### config.mk
export PLATFORM = sky130hd
export DESIGN_NAME = byte_striping_flat
export DESIGN_NICKNAME = d
export VERILOG_FILES = /design/src/rtl/byte_striping_pkg.sv /design/src/rtl/byte_striping_if.sv /design/src/rtl/byte_striping_fifo.sv /design/src/rtl/byte_striping.sv /design/src/flat_wrapper.sv
export SDC_FILE = /design/constraint.sdc
export NUM_CORES = 1
export LEC_CHECK = 0
export BUFFER_PORTS_ARGS = -buffer_cell sky130_fd_sc_hd__buf_2
export CAP_MARGIN = 20
export CORE_AREA = 2 2 133 135
export DETAILED_ROUTE_END_ITERATION = 8
export DIE_AREA = 0 0 135 137
export SLEW_MARGIN = 5
export SYNTH_ARGS = -nofsm -noshare
export SYNTH_HDL_FRONTEND = slang
export SYNTH_SLANG_ARGS = --single-unit
### constraint.sdc
create_clock -name IN_CLK_2MHz -period 3.5 [get_ports IN_CLK_2MHz]
set_input_delay 0.175 -clock IN_CLK_2MHz [delete_from_list [all_inputs] [get_ports IN_CLK_2MHz]]
set_output_delay 0.175 -clock IN_CLK_2MHz [all_outputs]
set_load 0.005 [all_outputs]
### src/rtl/byte_striping_pkg.sv
`default_nettype none
// ============================================================================
// Module      : byte_striping_pkg
// Description : Shared types and constants for the byte striping block.
//               Lane type, assembler state type, lane count, default
//               filler byte, FIFO entry width and a lane-parity helper.
//               FIFO entry width grows by NUM_LANES parity bits when
//               BYTE_STRIPING_PARITY_EN is defined.
// Revision    : 1.0 - initial release
// ============================================================================
package byte_striping_pkg;

  localparam int NUM_LANES = 4;
  localparam int LANE_W    = 8;
  localparam int WORD_W    = NUM_LANES * LANE_W;

  localparam logic [LANE_W-1:0] PAD_SYM_DEFAULT = 8'hBC;

`ifdef BYTE_STRIPING_PARITY_EN
  localparam int FIFO_W = WORD_W + NUM_LANES;
`else
  localparam int FIFO_W = WORD_W;
`endif

  typedef logic [LANE_W-1:0] lane_t;

  typedef enum logic [0:0] {
    ST_EMPTY = 1'b0,
    ST_FILL  = 1'b1
  } state_e;

  // Bit n is the XOR of lane n, so lane plus parity bit has even weight.
  function automatic logic [NUM_LANES-1:0] lane_parity(input logic [WORD_W-1:0] word);
    logic [NUM_LANES-1:0] par;
    par = '0;
    for (int i = 0; i < NUM_LANES; i++) begin
      par[i] = ^word[i*LANE_W +: LANE_W];
    end
    return par;
  endfunction

endpackage
`default_nettype wire

### src/rtl/byte_striping_if.sv
`default_nettype none
// ============================================================================
// Module      : byte_striping_if
// Description : Byte-side and word-side handshake bundle of byte_striping.
//               Byte side : IN_ENB, IN_DATA, IN_VALID, IN_READY, IN_FLUSH
//               Word side : OUT_LANE0..3, OUT_VALID, OUT_READY
//               Optional  : OUT_PARITY (only with BYTE_STRIPING_PARITY_EN)
//               modport slave  - the striping block
//               modport master - the environment driving it
// Revision    : 1.0 - initial release
// ============================================================================
interface byte_striping_if;
  import byte_striping_pkg::*;

  logic  IN_ENB;
  lane_t IN_DATA;
  logic  IN_VALID;
  logic  IN_READY;
  logic  IN_FLUSH;

  lane_t OUT_LANE0;
  lane_t OUT_LANE1;
  lane_t OUT_LANE2;
  lane_t OUT_LANE3;
  logic  OUT_VALID;
  logic  OUT_READY;

`ifdef BYTE_STRIPING_PARITY_EN
  logic [NUM_LANES-1:0] OUT_PARITY;
`endif

  modport slave (
    input  IN_ENB, IN_DATA, IN_VALID, IN_FLUSH, OUT_READY,
`ifdef BYTE_STRIPING_PARITY_EN
    output OUT_PARITY,
`endif
    output IN_READY, OUT_LANE0, OUT_LANE1, OUT_LANE2, OUT_LANE3, OUT_VALID
  );

  modport master (
    output IN_ENB, IN_DATA, IN_VALID, IN_FLUSH, OUT_READY,
`ifdef BYTE_STRIPING_PARITY_EN
    input  OUT_PARITY,
`endif
    input  IN_READY, OUT_LANE0, OUT_LANE1, OUT_LANE2, OUT_LANE3, OUT_VALID
  );

endinterface
`default_nettype wire

### src/rtl/byte_striping_fifo.sv
`default_nettype none
// ============================================================================
// Module      : stripe_fifo
// Description : Synchronous word FIFO between the lane assembler and the
//               downstream parallel-to-serial stage. Pointers carry one
//               extra wrap bit so full and empty are told apart without a
//               counter. Read data is the head entry, valid while !o_empty.
// Ports       : clk, rst_n (async, active low)
//               i_push/i_wdata - write one entry (ignored when full)
//               i_pop          - drop head entry (ignored when empty)
//               o_rdata        - head entry
//               o_full/o_empty - occupancy flags
// Revision    : 1.0 - initial release
// ============================================================================
module stripe_fifo #(
  parameter int DEPTH = 4,
  parameter int WIDTH = 32
) (
  input  logic             clk,
  input  logic             rst_n,
  input  logic             i_push,
  input  logic [WIDTH-1:0] i_wdata,
  input  logic             i_pop,
  output logic [WIDTH-1:0] o_rdata,
  output logic             o_full,
  output logic             o_empty
);

  localparam int c_AW = $clog2(DEPTH);

  logic [c_AW:0]      r_wptr;
  logic [c_AW:0]      r_rptr;
  logic [WIDTH-1:0]   r_mem [DEPTH];
  logic               w_do_push;
  logic               w_do_pop;

  assign o_full  = (r_wptr[c_AW] != r_rptr[c_AW]) &&
                   (r_wptr[c_AW-1:0] == r_rptr[c_AW-1:0]);
  assign o_empty = (r_wptr == r_rptr);

  assign w_do_push = i_push && !o_full;
  assign w_do_pop  = i_pop && !o_empty;

  always_ff @(posedge clk or negedge rst_n) begin
    if (!rst_n) begin
      r_wptr <= '0;
      r_rptr <= '0;
    end else begin
      if (w_do_push) r_wptr <= r_wptr + {{c_AW{1'b0}}, 1'b1};
      if (w_do_pop)  r_rptr <= r_rptr + {{c_AW{1'b0}}, 1'b1};
    end
  end

  // Storage needs no reset: contents are only observed through the pointers.
  always_ff @(posedge clk) begin
    if (w_do_push) r_mem[r_wptr[c_AW-1:0]] <= i_wdata;
  end

  assign o_rdata = r_mem[r_rptr[c_AW-1:0]];

endmodule
`default_nettype wire

### src/rtl/byte_striping.sv
`default_nettype none
// ============================================================================
// Module      : byte_striping
// Description : Collects a byte stream into 4-byte words (LANE0 = first byte)
//               and queues them in stripe_fifo for a parallel-to-serial
//               stage. IN_FLUSH closes a partial word, padding the unused
//               lanes with PAD_SYM. Idle lanes drive PAD_SYM.
// Ports       : IN_CLK_2MHz - byte-rate clock
//               IN_RESET    - asynchronous active-low reset
//               bus         - byte_striping_if.slave (byte and word sides)
// Parameters  : DEPTH   - FIFO depth in words, power of two >= 2
//               PAD_SYM - filler byte
// Options     : BYTE_STRIPING_PARITY_EN - adds bus.OUT_PARITY, per-lane even
//               parity stored in the FIFO with each word
// Revision    : 1.0 - initial release
// ============================================================================
module byte_striping
  import byte_striping_pkg::*;
#(
  parameter int    DEPTH   = 4,
  parameter lane_t PAD_SYM = PAD_SYM_DEFAULT
) (
  input  logic           IN_CLK_2MHz,
  input  logic           IN_RESET,
  byte_striping_if.slave bus
);

  if ((DEPTH < 2) || ((DEPTH & (DEPTH - 1)) != 0)) begin : g_depth_check
    $error("byte_striping: DEPTH must be a power of two and at least 2");
  end

  state_e            r_state;
  logic [1:0]        r_ptr;
  lane_t             r_word [NUM_LANES];
  logic              r_flush_pend;
  logic              r_run;

  logic              w_enb;
  logic              w_in_ready;
  logic              w_accept;
  logic              w_last;
  logic              w_flush_req;
  logic              w_push;
  logic              w_pop;
  logic              w_arm_pend;
  logic [WORD_W-1:0] w_word_flat;
  logic [FIFO_W-1:0] w_wdata;
  logic [FIFO_W-1:0] w_rdata;
  logic              w_fifo_full;
  logic              w_fifo_empty;

  // r_run holds the block off until the first rising edge after reset
  // release, so an input byte cannot slip in asynchronously.
  assign w_enb       = bus.IN_ENB && r_run;
  assign w_in_ready  = w_enb && !w_fifo_full && !r_flush_pend;
  assign w_accept    = bus.IN_VALID && w_in_ready;
  assign w_last      = w_accept && (r_ptr == 2'd3);
  assign w_flush_req = w_enb && (bus.IN_FLUSH || r_flush_pend);

  // A flush with a same-edge byte in EMPTY still produces a padded word.
  assign w_push = w_enb && !w_fifo_full &&
                  (w_last || (w_flush_req && ((r_state == ST_FILL) || w_accept)));

  // A flush that cannot push yet is remembered until space opens up.
  assign w_arm_pend = w_enb && bus.IN_FLUSH && (r_state == ST_FILL) && !w_push;

  assign w_pop = bus.OUT_READY && !w_fifo_empty;

  // Word as it would be pushed this cycle: held lanes, then the incoming
  // byte at the pointer, then padding for anything not yet filled.
  always_comb begin
    w_word_flat = '0;
    for (int i = 0; i < NUM_LANES; i++) begin
      if (i < int'(r_ptr)) begin
        w_word_flat[i*LANE_W +: LANE_W] = r_word[i];
      end else if ((i == int'(r_ptr)) && w_accept) begin
        w_word_flat[i*LANE_W +: LANE_W] = bus.IN_DATA;
      end else begin
        w_word_flat[i*LANE_W +: LANE_W] = PAD_SYM;
      end
    end
  end

`ifdef BYTE_STRIPING_PARITY_EN
  assign w_wdata = {lane_parity(w_word_flat), w_word_flat};
`else
  assign w_wdata = w_word_flat;
`endif

  always_ff @(posedge IN_CLK_2MHz or negedge IN_RESET) begin
    if (!IN_RESET) begin
      r_state      <= ST_EMPTY;
      r_ptr        <= 2'd0;
      r_flush_pend <= 1'b0;
      r_run        <= 1'b0;
      for (int i = 0; i < NUM_LANES; i++) begin
        r_word[i] <= PAD_SYM;
      end
    end else begin
      r_run <= 1'b1;
      if (w_push) begin
        r_state      <= ST_EMPTY;
        r_ptr        <= 2'd0;
        r_flush_pend <= 1'b0;
      end else if (w_accept) begin
        r_word[r_ptr] <= bus.IN_DATA;
        r_ptr         <= r_ptr + 2'd1;
        r_state       <= ST_FILL;
      end else if (w_arm_pend) begin
        r_flush_pend <= 1'b1;
      end
    end
  end

  stripe_fifo #(
    .DEPTH (DEPTH),
    .WIDTH (FIFO_W)
  ) u_fifo (
    .clk     (IN_CLK_2MHz),
    .rst_n   (IN_RESET),
    .i_push  (w_push),
    .i_wdata (w_wdata),
    .i_pop   (w_pop),
    .o_rdata (w_rdata),
    .o_full  (w_fifo_full),
    .o_empty (w_fifo_empty)
  );

  assign bus.IN_READY  = w_in_ready;
  assign bus.OUT_VALID = !w_fifo_empty;
  assign bus.OUT_LANE0 = w_fifo_empty ? PAD_SYM : w_rdata[0*LANE_W +: LANE_W];
  assign bus.OUT_LANE1 = w_fifo_empty ? PAD_SYM : w_rdata[1*LANE_W +: LANE_W];
  assign bus.OUT_LANE2 = w_fifo_empty ? PAD_SYM : w_rdata[2*LANE_W +: LANE_W];
  assign bus.OUT_LANE3 = w_fifo_empty ? PAD_SYM : w_rdata[3*LANE_W +: LANE_W];

`ifdef BYTE_STRIPING_PARITY_EN
  assign bus.OUT_PARITY = w_fifo_empty ? '0 : w_rdata[WORD_W +: NUM_LANES];
`endif

endmodule
`default_nettype wire

### src/flat_wrapper.sv
// flat-port wrapper written by rule: the top's interface ports become plain ports
module byte_striping_flat import byte_striping_pkg::*;
#(
  parameter int    DEPTH   = 4,
  parameter lane_t PAD_SYM = PAD_SYM_DEFAULT
)
  (IN_CLK_2MHz, IN_RESET, bus_IN_ENB, bus_IN_DATA, bus_IN_VALID, bus_IN_FLUSH, bus_OUT_READY, bus_IN_READY, bus_OUT_LANE0, bus_OUT_LANE1, bus_OUT_LANE2, bus_OUT_LANE3, bus_OUT_VALID);
  byte_striping_if bus_i ();
  input  logic IN_CLK_2MHz;
  input  logic IN_RESET;
  input wire logic [$bits(bus_i.IN_ENB)-1:0] bus_IN_ENB;
  input wire logic [$bits(bus_i.IN_DATA)-1:0] bus_IN_DATA;
  input wire logic [$bits(bus_i.IN_VALID)-1:0] bus_IN_VALID;
  input wire logic [$bits(bus_i.IN_FLUSH)-1:0] bus_IN_FLUSH;
  input wire logic [$bits(bus_i.OUT_READY)-1:0] bus_OUT_READY;
  output wire logic [$bits(bus_i.IN_READY)-1:0] bus_IN_READY;
  output wire logic [$bits(bus_i.OUT_LANE0)-1:0] bus_OUT_LANE0;
  output wire logic [$bits(bus_i.OUT_LANE1)-1:0] bus_OUT_LANE1;
  output wire logic [$bits(bus_i.OUT_LANE2)-1:0] bus_OUT_LANE2;
  output wire logic [$bits(bus_i.OUT_LANE3)-1:0] bus_OUT_LANE3;
  output wire logic [$bits(bus_i.OUT_VALID)-1:0] bus_OUT_VALID;
  assign bus_i.IN_ENB = bus_IN_ENB;
  assign bus_i.IN_DATA = bus_IN_DATA;
  assign bus_i.IN_VALID = bus_IN_VALID;
  assign bus_i.IN_FLUSH = bus_IN_FLUSH;
  assign bus_i.OUT_READY = bus_OUT_READY;
  assign bus_IN_READY = bus_i.IN_READY;
  assign bus_OUT_LANE0 = bus_i.OUT_LANE0;
  assign bus_OUT_LANE1 = bus_i.OUT_LANE1;
  assign bus_OUT_LANE2 = bus_i.OUT_LANE2;
  assign bus_OUT_LANE3 = bus_i.OUT_LANE3;
  assign bus_OUT_VALID = bus_i.OUT_VALID;
  byte_striping #(.DEPTH(DEPTH), .PAD_SYM(PAD_SYM)) u_core (.IN_CLK_2MHz(IN_CLK_2MHz), .IN_RESET(IN_RESET), .bus(bus_i));
endmodule
==> results of run 1 <==
-- worst reg2reg max path, delay by kind of cell, from the launching register on --
kind	cells	cell delay [ps]
buffers and inverters	1	430
and+or+nand+nor	2	430
AOI/OAI and AO/OA	1	450
DFF	1	650
adders and majority gates	1	350
-- final timing paths --
path | start | endpoint | slack, ps | cells past startpoint
max in group asynchronous | IN_RESET | u_core.u_fifo.r_rptr[0] | 2560 | 2
setup reg to reg | u_core.r_ptr[1] | u_core.u_fifo.r_mem[0][21] | 810 | 5
min in group asynchronous | IN_RESET | u_core.u_fifo.r_rptr[1] | 380 | 2
hold reg to reg | u_core.r_word[25] | u_core.r_word[25] | 500 | 1
hold / removal | bus_OUT_READY | u_core.u_fifo.r_rptr[0] | 90 | 3
setup / recovery | u_core.r_ptr[1] | u_core.u_fifo.r_mem[0][21] | 810 | 5
-- state kept, by name, indices dropped and copies added, names as in the netlist --
signal                count
u_core.r_run              1
u_core.r_word            24
u_core.u_fifo.r_mem     128
u_core.r_state            1
u_core.u_fifo.r_rptr      3
u_core.r_ptr              2
u_core.r_flush_pend       1
u_core.u_fifo.r_wptr      3
-- metal layers --
layer	global-route usage	up-vias	share of wire	routed length, µm
met5	0	-	0	0
met4	0.0556	0	0.016	207
met3	0.0415	17	0.043	570
met2	0.247	77	0.50	6690
met1	0.202	1873	0.44	5840
li1	-	1650	-	-
-- cell usage after synthesis (3+ instances only) --
library cell  count
and2_1           12
ha_1             10
xnor2_1           5
nor3_1            4
edfxtp_1        128
mux2_1            3
nand2b_1          7
or2_2            29
o31a_1            6
and3_1            6
nand3_1          10
nand3_4           3
xor2_1            4
dfrtp_1          20
a21oi_1           6
nor2_1           13
buf_2             3
o21ai_0          11
nand2_1          13
o22a_1            4
mux4_2           32
dfstp_2          15
buf_4             3
clkbuf_1          9
mux2_2           23
inv_1             8
-- cells by family after synthesis --
kind of cell / Yosys count / synth area share
simple gates: 100 / 0.0851
buf+inv: 24 / 0.0152
xor+xnor: 10 / 0.0138
compound gates: 32 / 0.0328
other cells: 1 / 0.000543
fa+ha+maj: 10 / 0.0181
mux: 59 / 0.149
flops: 163 / 0.686
-- cell type report --
cell class              count  area, µm²
clock buffers              22        464
repair buffers             58        320
multi-input cells         212       2070
flip-flops and latches    163       4740
fillers                  1484       9060
well taps                 225        282
clock inverters            10       83.8
inverters                   8       30.0
-- per-stage QoR --
step,total power [mW],std cells,cell area (µm²),utilization,hold WS [ps]
after global routing,6.85,698,7990,0.469,95.4
after CTS,6.56,698,7990,0.469,85.2
final,6.48,698,7990,0.469,92.9
after global placement,4.80,665,7430,0.436,306
after floorplan,4.11,399,6910,-,-121
after detailed placement,4.85,665,7430,0.436,315
-- power breakdown --
group | total (mW) | internal [mW] | leakage, nW | switching [mW]
registers | 2.66 | 2.51 | 1.50 | 0.159
logic | 2.10 | 1.05 | 1.00 | 1.05
clock network | 1.71 | 1.01 | 0.269 | 0.705
==> qor.yml, run 1 <==
antenna_found_initial: 0
drt-vias-per-instance: 5.18
worst_pin_slew_ps: 812
crit_buf_inv: 1
synth_nets: 423
postCtsResizedCells: 0
power.density_nw_per_um2: 810
ys_seq_area_frac: 0.686
required_ps: 3560
clk_latency_ps: 430
clock_skew_ps: 11.7
crit_path_end_kind: "flop"
fin_crit_ps: 2690
rows: 48
core-area_um2: 17100
hold_class: "in2reg"
route.vias.total: 3617
initial_core_util: 0.405
synth_top_area_frac: 0.556
htreeDepth: 4
die_w_um: 135
clockBufferDepth: 2
cts_tree: "done"
syn_to_final_growth_pct: 15.6
ys_types: 38
cts_buffers: 17
ctsHoldBuffers: 1
drt_wl_total_um: 13300
final_cell_mix: "edfxtp_1 (128), buf_2 (47), mux4_2 (32), or2_2 (29), mux2_2 (23)"
die_h_um: 137
clkSlewWorstSetupHoldPaths_ps: 60
tns_ps: 0
yosysWarningCount: 0
vdd_drop_max_mv: 0.352
cts-root-buf: "clkbuf_16"
path_cells: "ha_1, nor2_1, o21ai_0, and3_1, buf_4"
setup_violations: 0
path_max_fanout: 32
synth_area_leader_cell: "edfxtp_1"
maxSlewViolCount: 0
dr.pass1.iters: 4
fin_nets: 484
crit_path_start_kind: "flop"
final_common_cell: "edfxtp_1"
cts_num_sinks: 163
die_area_um2: 18500
grt_max_degree: 36
yosys_most_used_dff: "edfxtp_1"
ant_nets: 0
synth_edf_count: 128
drc: 0
antennaDiodeCount: 0
wire_per_inst_um: 19.1
crit_type: "reg2reg"
place_ws_ps: 841
hpwlAfterDp_um: 8400
avgSynthCellArea_um2: 17.3
max_stage_delay_ps: 650
post-route-period-util: 0.768
grt_pass1_wl_um: 20800
syn_area_um2: 6910
drtIter0Drc: 336
post_cts_buffers: 0
status: "finished, final reports clean"
track_usage: 0.153
relSlewSlack: 0.459
max_freq_mhz: 372
cap_viol_max_count: 0
syn_inst: 399
grt.overflow.total: 0
io_pins: 48
slowest_stage: "dfrtp_1"
fin_ws_ps: 811
drive_gt1_frac: 0.414
critical_path_arrival_ps: 2750
synthArstFlopShare: 0.215
finalHoldViolCount: 0
port_buffers: 47
power_leakage_nw: 2.77
grt_pass1_vias: 3661
yosys-top-cells-area: "edfxtp_1 (56%), mux4_2 (10%), dfrtp_1 (7.2%)"
path_delay_family: "flip-flops"
rsz0062_at_grt: "no"
yosys_register_bits: 163
place.gp.congestion: 0.798
No activity file was read; power rests on OpenSTA's default activity.
==> inputs of run 2 (changes only) <==
Clock period 3.5 ns to 2.2 ns, I/O delays scaled along.
==> qor.yml, run 2 (synthesis gave the netlist of run 1 again) <==
drtIter0Drc: 213  # -37%
postLayoutCoreUtil: 0.487  # +0.0184
slowest_stage: "mux4_2"
required_ps: 2090  # -1470 ps
die_h_um: 137  # unchanged
startpoint: "u_core.u_fifo.r_rptr[0]"
crit_path_end_kind: "output pin"
endpoint: "bus_OUT_LANE3[5]"
path_cells: "buf_12, mux4_2, or2_2, buf_2"
antennaDiodeCount: 0  # unchanged
die_area_um2: 18500  # unchanged
post-route-period-util: 0.972
htreeDepth: 4  # unchanged
syn_to_final_growth_pct: 20.2
max_freq_mhz: 468
clock_skew_ps: 5.22  # -6.48 ps
port_buffers: 47  # unchanged
fin_nets: 498  # +2.9%
drc: 0  # unchanged
power.total_mw: 11.1  # +72%
power.density_nw_per_um2: 1340  # +65%
placed_area_um2: 7580  # +1.9%
reg2reg_to: "u_core.u_fifo.r_mem[1][26]"
setup_violations: 0  # unchanged
cts-root-buf: "clkbuf_16"
route.vias.total: 3644  # +0.75%
core-area_um2: 17100  # unchanged
fin_crit_ps: 2140
reg2regPathDepth: 5  # unchanged
drt-vias-per-instance: 5.13  # -1.1%
vdd_drop_max_mv: 0.659  # +87%
reg2reg_slack_ps: 140  # -670 ps
path_depth: 4  # -1
grt_pass1_vias: 3853  # +5.2%
grt_max_degree: 36  # unchanged
design_area_um2: 8310  # +3.9%
ant_nets: 0  # unchanged
cts_tree: "done"
io_pins: 48  # unchanged
clockBufferDepth: 2  # unchanged
hold_slack_ps: 17.8  # -75.1 ps
antenna_found_initial: 0  # unchanged
cts_num_sinks: 163  # unchanged
crit_path_start_kind: "flop"
rsz0062_at_grt: "yes"
wire_per_inst_um: 19.1  # +0.24%
cts_buffers: 17  # unchanged
status: "finished, final reports clean"
dr.pass1.iters: 4  # unchanged
hpwlAfterDp_um: 8530  # +1.6%
final_cell_mix: "edfxtp_1 (128), buf_2 (46), mux4_2 (32), mux2_2 (23), dfrtp_1 (19)"
path_max_fanout: 17  # -47%
grt_pass1_wl_um: 21000  # +0.93%
cap_viol_max_count: 0  # unchanged
power_leakage_nw: 2.90  # +4.8%
max_stage_delay_ps: 510  # -140 ps
relSlewSlack: 0.445  # -0.0138
final_common_cell: "edfxtp_1"
rows: 48  # unchanged
track_usage: 0.156  # +0.00218
largest_reg_flops: 128  # unchanged
crit_buf_inv: 2  # +1
worst_pin_slew_ps: 833  # +20.7 ps
dpl.cell_count: 677  # +1.8%
finalHoldViolCount: 0  # unchanged
place.gp.congestion: 0.791  # -0.94%
maxSlewViolCount: 0  # unchanged
clkSlewWorstSetupHoldPaths_ps: 60  # about the same
die_w_um: 135  # unchanged
fin_cells: 711  # +1.9%
initial_core_util: 0.405  # unchanged
rr_startpoint: "u_core.u_fifo.r_rptr[0]"
grt.overflow.total: 0  # unchanged
path_delay_family: "multiplexers"
clk_latency_ps: 410  # -20 ps
drt_wl_total_um: 13600  # +2.1%
drive_gt1_frac: 0.440  # +0.0260
hold_class: "in2reg"
critical_path_arrival_ps: 2030  # -720 ps
crit_type: "reg2out"
run 2: cell types whose count changed in the layout (fill, tap and decap cells not counted), sizes merged:
cell,change
clkinv,-4
buf,+14
clkbuf,-4
bufinv,+4
inv,+1
clkinvlp,+2
run 2: how the worst min path moves through the flow:
stage          cells past startpoint                 endpoint     startpoint
6_report                           3  u_core.u_fifo.r_rptr[2]  bus_OUT_READY
5_1_grt                            3  u_core.u_fifo.r_rptr[0]  bus_OUT_READY
4_1_cts                            3  u_core.u_fifo.r_rptr[2]  bus_OUT_READY
3_5_place_dp                       1             u_core.r_run       IN_RESET
3_3_place_gp                       1  u_core.u_fifo.r_wptr[1]       IN_RESET
2_1_floorplan                      0      u_core.r_flush_pend       IN_RESET
run 2: final cells by class:
| class | count | area, µm² |
|---|---|---|
| multi-input cells | 212 | 2110 |
| clock inverters | 13 | 209 |
| inverters | 8 | 30.0 |
| fillers | 1438 | 8750 |
| well taps | 225 | 282 |
| clock buffers | 18 | 429 |
| repair buffers | 72 | 505 |
| flip-flops and latches | 163 | 4740 |
run 2: what timing repair did:
action | in CTS | in global routing
hold buffers | 1 | 0
gates cloned | 1 | 0
setup buffers | 1 | 0
hold endpoints to repair | 20 | 0
setup endpoints to repair | 20 | 19
resized for setup | 4 | 11
run 2: report_power, final:
part	switching [mW]	internal (mW)	total, mW
Combinational	1.75	1.99	3.73
Clock	1.16	2.01	3.17
Sequential	0.243	3.98	4.23
Total	3.16	7.98	11.1
run 2: stage by stage:
step / setup WS [ps] / setup TNS, ps
5_1_grt: -27.5 / -136
3_5_place_dp: 248 / 0
4_1_cts: 7.27 / 0
6_report: 61.1 / 0
3_3_place_gp: 273 / 0
2_1_floorplan: 7.90 / 0
run 2: routing by layer:
layer / GRT usage / wire [µm]
met3: 0.0322 / 535
met4: 0.0671 / 308
met1: 0.198 / 5930
met5: 0 / 0
met2: 0.259 / 6810
run 2: worst register-to-register path, cell delays in order (launching register included):
cell	delay, ps
dfrtp_2	480
buf_4	180
xnor2_2	170
a31oi_4	340
nand2_1	250
or2_2	370
==> inputs of run 3 (changes only) <==
Settings changed: CTS_BUF_LIST from default to sky130_fd_sc_hd__clkbuf_16.
Clock period 2.2 ns to 2.7 ns, I/O delays scaled along.
==> qor.yml, run 3 (synthesis gave the netlist of run 1 again) <==
status: "finished, final reports clean"
max_stage_delay_ps: 580  # +70 ps
final_cell_mix: "edfxtp_1 (128), buf_2 (47), mux4_2 (32), or2_2 (29), mux2_2 (23)"
placed_area_um2: 7510  # -0.91%
clockBufferDepth: 2  # unchanged
post_cts_buffers: 0  # -1
finalHoldViolCount: 0  # unchanged
rows: 48  # unchanged
power_frac_seq: 0.396  # +0.016
clk_latency_ps: 420  # about the same
power_frac_comb: 0.319  # -0.016
register_area_um2: 4740  # unchanged
fin_ws_ps: 332  # +271 ps
drc: 0  # unchanged
place.gp.congestion: 0.759  # -4.1%
initial_core_util: 0.405  # unchanged
multiInputGateArea_um2: 2070  # -1.8%
die_w_um: 135  # unchanged
cts_num_sinks: 163  # unchanged
path_max_fanout: 21  # +4
power_leakage_nw: 2.82  # -2.9%
port_buffers: 47  # unchanged
max_freq_mhz: 422
largest_reg_flops: 128  # unchanged
crit_type: "reg2out"
vdd_drop_max_mv: 0.580  # -12%
route.vias.total: 3618  # -0.71%
io_pins: 48  # unchanged
rsz0062_at_grt: "no"
core-area_um2: 17100  # unchanged
fin_cells: 703  # -1.1%
syn_to_final_growth_pct: 17.7
worst_pin_slew_ps: 807  # -25.4 ps
drt-vias-per-instance: 5.15  # +0.42%
place_ws_ps: 524  # +276 ps
fin_crit_ps: 2370
drive_gt1_frac: 0.421  # -0.0198
critical_path_arrival_ps: 2230  # +200 ps
die_h_um: 137  # unchanged
required_ps: 2570  # +480 ps
hold_depth: 3  # unchanged
relSlewSlack: 0.462  # +0.0169
fin_nets: 489  # -1.8%
clkSlewWorstSetupHoldPaths_ps: 60  # about the same
path_cells: "buf_4, mux4_2, or2_2, buf_2"
p_sw_frac: 0.289  # +0.00601
grt_max_degree: 36  # unchanged
hold_class: "in2reg"
reg2regPathDepth: 5  # unchanged
grt.overflow.total: 0  # unchanged
tns_ps: 0  # unchanged
final_common_cell: "edfxtp_1"
track_usage: 0.158  # +0.00224
wire_per_inst_um: 19.3  # +0.83%
p_switching_mw: 2.52  # -20%
dr.pass1.iters: 4  # unchanged
internal-power_mw: 6.18  # -23%
crit_path_end_kind: "output pin"
clock_skew_ps: 4.49  # -0.722 ps
setup_violations: 0  # unchanged
cap_viol_max_count: 0  # unchanged
ant_nets: 0  # unchanged
htreeDepth: 4  # unchanged
p_clk_frac: 0.285  # about the same
cts-root-buf: "clkbuf_16"
reg2reg_slack_ps: 510  # +370 ps
antennaDiodeCount: 0  # unchanged
post-route-period-util: 0.877
drtIter0Drc: 237  # +11%
cts_buffers: 17  # unchanged
die_area_um2: 18500  # unchanged
drt_wl_total_um: 13500  # -0.30%
power.density_nw_per_um2: 1070  # -20%
num-fill-cells: 1498  # +4.2%
grt_pass1_vias: 3889  # +0.93%
grt_pass1_wl_um: 21300  # +1.7%
dpl.cell_count: 670  # -1.0%
antenna_found_initial: 0  # unchanged
hpwlAfterDp_um: 8550  # +0.24%
cts_tree: "done"
crit_path_start_kind: "flop"
maxSlewViolCount: 0  # unchanged
slowest_stage: "mux4_2"
design_area_um2: 8130  # -2.1%
## run 3: worst max-delay path, delay by kind of cell, from the launching register on
family	cells	cell delay [ps]
flip-flops	1	400
buffers and inverters	2	530
multiplexers	1	580
AND/OR/NAND/NOR	1	290
## run 3: final timing paths
kind                                    startpoint                 endpoint
setup / recovery           u_core.u_fifo.r_rptr[0]         bus_OUT_LANE1[4]
hold / removal                       bus_OUT_READY  u_core.u_fifo.r_rptr[2]
setup reg to reg                   u_core.r_ptr[1]        u_core.r_word[26]
hold reg to reg                     u_core.r_state      u_core.r_flush_pend
max in group asynchronous                 IN_RESET  u_core.u_fifo.r_rptr[0]
min in group asynchronous                 IN_RESET  u_core.u_fifo.r_wptr[1]
## run 3: stage by stage
| stage | util | hold slack, ps | total power, mW |
|---|---|---|---|
| global route | 0.477 | 11.9 | 9.19 |
| CTS | 0.477 | 2.94 | 8.83 |
| finish | 0.477 | 26.2 | 8.70 |
| floorplan | - | -161 | 5.33 |
| global placement | 0.440 | 273 | 6.27 |
| detailed placement | 0.440 | 270 | 6.36 |
## run 3: layout make-up
class | count | area share
Multi-Input combinational cell | 212 | 0.255
Timing Repair Buffer | 63 | 0.0486
Sequential cell | 163 | 0.583
Clock inverter | 15 | 0.0234
Clock buffer | 17 | 0.0523
Tap cell | 225 | 0.0346
Inverter | 8 | 0.00369
## run 3: per-layer routing
metal	part of all wire	global-route usage	vias to the layer above
li1	-	-	1667
met2	0.51	0.264	72
met3	0.038	0.0322	10
met4	0.012	0.0631	0
met5	0	0	-
met1	0.44	0.203	1869
## run 3: power groups by stage
stage | clock [mW] | combinational (mW) | sequential [mW]
6_report | 2.47 | 2.78 | 3.44
5_1_grt | 2.62 | 3.08 | 3.49
4_1_cts | 2.52 | 2.86 | 3.45
3_5_place_dp | 0 | 2.87 | 3.50
3_3_place_gp | 0 | 2.80 | 3.46
2_1_floorplan | 0 | 1.90 | 3.43
## run 3: what timing repair did
action / 4_1_cts / 5_1_grt
hold buffers: 1 / 0
hold endpoints to repair: 20 / 0
resized for setup: 0 / 0
